### src/rtl/xmult_acc.sv
`default_nettype none
// ============================================================================
// Module   : xmult_acc
// Purpose  : Accumulates N_TERMS unsigned xMult products into one dot-product
//            sum with valid/ready handshakes on both sides and a sticky carry.
// Revision : 1.0  initial release
// ============================================================================
module xmult_acc #(
    parameter int BUS_WIDTH = 16,
    parameter int ACC_WIDTH = 40,
    parameter int N_TERMS   = 8,
    parameter int CNT_WIDTH = 8
) (
    input  logic                   clk,
    input  logic                   rst,
    input  logic                   clear,
    input  logic [2*BUS_WIDTH-1:0] prod_in,
    input  logic                   prod_valid,
    output logic                   prod_ready,
    output logic [ACC_WIDTH-1:0]   acc_out,
    output logic                   acc_valid,
    input  logic                   acc_ready,
    output logic                   ovf,
    output logic [CNT_WIDTH-1:0]   count
);

    localparam int                   C_PROD_WIDTH = 2 * BUS_WIDTH;
    localparam logic [CNT_WIDTH-1:0] C_LAST_COUNT = CNT_WIDTH'(N_TERMS);

    typedef enum logic [0:0] {
        ST_ACC  = 1'b0,
        ST_DONE = 1'b1
    } state_t;

    state_t                 r_state;
    state_t                 w_state_nxt;
    logic [ACC_WIDTH-1:0]   r_acc;
    logic                   r_ovf;
    logic [CNT_WIDTH-1:0]   r_count;
    logic                   w_xfer;
    logic                   w_restart;
    logic [CNT_WIDTH-1:0]   w_count_inc;
    logic [ACC_WIDTH:0]     w_sum;

    assign prod_ready  = (r_state == ST_ACC) && !clear && !rst;
    assign w_xfer      = prod_valid && prod_ready;
    assign w_count_inc = r_count + CNT_WIDTH'(1);
    // Extra MSB of the sum is the carry-out folded into the sticky flag.
    assign w_sum       = {1'b0, r_acc} + {{(ACC_WIDTH + 1 - C_PROD_WIDTH){1'b0}}, prod_in};
    assign w_restart   = clear || ((r_state == ST_DONE) && acc_ready);

    always_comb begin
        w_state_nxt = r_state;
        case (r_state)
            ST_ACC: begin
                if (w_xfer && (w_count_inc == C_LAST_COUNT)) begin
                    w_state_nxt = ST_DONE;
                end
            end
            ST_DONE: begin
                if (acc_ready) begin
                    w_state_nxt = ST_ACC;
                end
            end
            default: w_state_nxt = ST_ACC;
        endcase
        if (clear) begin
            w_state_nxt = ST_ACC;
        end
    end

    always_ff @(posedge clk) begin
        if (rst) begin
            r_state <= ST_ACC;
            r_acc   <= '0;
            r_ovf   <= 1'b0;
            r_count <= '0;
        end else begin
            r_state <= w_state_nxt;
            if (w_restart) begin
                r_acc   <= '0;
                r_ovf   <= 1'b0;
                r_count <= '0;
            end else if (w_xfer) begin
                r_acc   <= w_sum[ACC_WIDTH-1:0];
                r_ovf   <= r_ovf | w_sum[ACC_WIDTH];
                r_count <= w_count_inc;
            end
        end
    end

    assign acc_out   = r_acc;
    assign acc_valid = (r_state == ST_DONE);
    assign ovf       = r_ovf;
    assign count     = r_count;

endmodule
`default_nettype wire

### config.mk
export PLATFORM = sky130hd
export DESIGN_NAME = xmult_acc
export DESIGN_NICKNAME = d
export VERILOG_FILES = /design/src/rtl/xmult_acc.sv
export SDC_FILE = /design/constraint.sdc
export NUM_CORES = 1
export LEC_CHECK = 0
export CAP_MARGIN = 20
export CORE_ASPECT_RATIO = 0.8
export CORE_UTILIZATION = 51
export CTS_CLUSTER_SIZE = 40
export DETAILED_ROUTE_END_ITERATION = 7
export PLACE_DENSITY = 0.81
export SLEW_MARGIN = 20
export SYNTH_ARGS = -nofsm -noshare
export SYNTH_HDL_FRONTEND = slang
export SYNTH_SLANG_ARGS = --single-unit
### constraint.sdc
create_clock -name clk -period 4.5 [get_ports clk]
set_input_delay 1.35 -clock clk [delete_from_list [all_inputs] [get_ports clk]]
set_output_delay 1.35 -clock clk [all_outputs]
set_load 0.005 [all_outputs]
==> metrics.md <==
| Metric | Value |
|---|---|
| Final Util | 67.9% |
| Final Wtd Congestion | ~0.9 |
| Number of enable flip-flop cells after synthesis | 0 |
| Max Slew Vio Count | 0 |
| CP peak stage delay | 0.56 ns |
| Worst setup path category | in2out |
| Routed wire length | between 10000 and 15000 µm |
| Clock-pin slew on the worst setup and hold paths | 0.09 ns |
| Final instance area | between 4000 and 5000 µm² |
| CTS root buf | clkbuf_8 |
| Sequential-to-total area share from yosys stat | roughly a quarter |
| Top cells by count, synth | nand2_1 (70), a21oi_1 (57), dfxtp_1 (50) |
| Post-synth top area cell | dfxtp_1 |
| Setup TNS | 0 ns |
| Area after DPL | ~4700 µm² |
| Antenna Nets Post-Route | 0 |
| Outcome | complete, no violations |
| Routed length per instance | 15.3 µm |
| Area fraction of the dominant cell type after synthesis | a little over a quarter |
| First-pass GRT wire length | around 16000 µm |
| Via Count | ~4.0k |
| Worst-path fanout max | 3 |
| CTS Sinks | 50 |
| Final worst slack | 0.533 ns |
| Pleak | approximately 1.9 nW |
| Row count | 27 |
| Dominant cells by area after synthesis | dfxtp_1 (26%), ha_1 (11%), a21oi_1 (7.5%) |
| Cts hold-fix bufs | 0 |
| Share of layout cells above drive strength 1 | 4.88% |
| GR Overflow Total | 0 |
| Ys async rst share | 0% |
| Top_reg_cell synth | dfxtp_1 |
| H-tree levels | 2 |
| Final HPWL DP | roughly 7600 µm |
| Yosys reg bits | 50 |
| Ant diodes | 0 |
| Placeable Area | approximately 7000 µm² |
| Cells after Synth | 499 |
| CP startpoint kind | input pin |
| Clock Latency Late Sink | 0.32 ns |
| Final worst-path cycle share | 88.2% |
| Worst-Margin Slew | around 0.67 ns |
| DRC | 0 |
| Initial DRC Count | 193 |
| Die H | ~80 µm |
| Data required, critical path | approximately 3.2 ns |
| Fin. Hold Viols | 0 |
| Distinct cells, synth | 61 |
| GRT Resource Usage Total | a little over a quarter |
| Post-place setup slack | ~0.26 ns |
| Nets | approximately 650 |
| DR pass1 iterations | 5 |
| Number of max-cap violations | 0 |
| Num CTS Buffers | 5 |
| Post-cts sizing count | 0 |
| Die area | 7820 µm² |
| Largest net degree at the start of global routing | 33 |
| Max Clock Skew | 0.00855 ns |
| Initial core utilization | a little over half |
| Worst vdd ir | about 120 µV |
| Avg Cell Area, Syn | around 7.6 µm² |
| Power Density | between 150 and 200 nW/µm² |
| Worst-path cell chain | clkdlybuf4s50_1, nor3_2, clkdlybuf4s50_1 |
| Vias in the first global route | roughly 3.6k |
| RSZ-0062 raised after global routing | no |
| Via density | roughly 6.0 |
| Synth Cell Area | between 3000 and 4000 µm² |
| Peak Freq | between 0.2 and 0.3 GHz |
| Top-count cell post-synth | nand2_1 |
| # setup viols final | 0 |
| I/O Buffers | 87 |
| YS warnings | 0 |
| Worst hold path type | reg2reg |
| Worst relative slew slack | roughly 56% |
| Die width | 98.6 µm |
| Critical path capture point type | output pin |
| CTS tree | built |
| Design Power | around 0.00095 W |
| Crit path DAT | between 2 and 3 ns |
| Postcts setup bufs | 0 |
| Initial antenna violation count | 0 |
| Final min period | a little under 4 ns |
| Clock Path Buffers | 2 |
| Most frequent CP cell | clkdlybuf4s50_1 |
| # IOs | ~90 |
| Synthesized net count | 571 |
| Slowest cell on crit path | clkdlybuf4s50_1 |
| P&R area growth vs syn | 25.8% |
-- registers in the layout, summed over array words and instances, names as in the netlist --
register	count
acc_out	40
ovf	1
acc_valid	1
count	8
-- metal layers --
layer / global-route usage (%) / wire length, µm / vias to the layer above
met2: 41.3 / 4380 / 169
li1: - / - / 1957
met1: 36.1 / 4800 / 1850
met4: 8.81 / 200 / 0
met5: 0 / 0 / -
met3: 4.58 / 731 / 20
-- kinds of logic (layout without fill, tap and decap cells) --
kind of cell / Yosys count / count (layout) / synth area share (%)
simple gates: 186 / 186 / 22.7
compound gates: 157 / 157 / 26.2
flops: 50 / 50 / 26.3
fa+ha+maj: 35 / 35 / 11.7
xor+xnor: 34 / 34 / 7.82
buf+inv: 31 / 106 / 3.71
mux: 6 / 6 / 1.58
-- critical path: cells and delay by family --
family	cells	cell delay [ns]
buffers and inverters	2	0.99
and+or+nand+nor	1	0.27
-- final cells by class --
class                   count  area, µm²
inverters                   7       26.3
repair buffers             92        908
flip-flops and latches     50       1000
clock buffers               5       68.8
multi-input cells         418       2670
fillers                   604       2270
well taps                  87        109
clock inverters             2       10.0
-- report_power, final --
| part | internal (W) | switching, W | total (W) |
|---|---|---|---|
| sequential | 0.000451 | 0.00000725 | 0.000458 |
| clock | 0.000105 | 0.000164 | 0.000269 |
| combinational | 0.000105 | 0.000118 | 0.000223 |
| total | 0.000661 | 0.000290 | 0.000951 |
-- metrics by stage --
stage                     instances  hold slack [ns]
after global placement          654            0.456
after global routing            661            0.503
after CTS                       661            0.478
after detailed placement        654            0.463
final                           661            0.478
after floorplan                 499            0.464
-- worst paths after layout --
| check | from | end | slack (ns) | cells after the start |
|---|---|---|---|---|
| max | clear | prod_ready | 0.53 | 3 |
| min | acc_out[7] | acc_out[7] | 0.48 | 2 |
| max reg2reg | acc_out[0] | acc_out[38] | 1.69 | 11 |
| min reg2reg | acc_out[7] | acc_out[7] | 0.48 | 2 |
-- cell usage in the layout, fill, tap and decap left out, types with 6 or more instances in the layout --
master / count
xor2_1: 9
nand4_1: 11
nor3_1: 10
ha_1: 34
clkdlybuf4s50_1: 87
inv_1: 7
nand2_1: 69
a21oi_1: 57
a211oi_1: 9
dfxtp_1: 50
o21ai_0: 31
nor2_1: 39
nand2b_1: 6
mux2i_1: 6
nand3_1: 25
a21o_1: 16
xnor2_1: 25
Power figures use the tool's default switching activity.
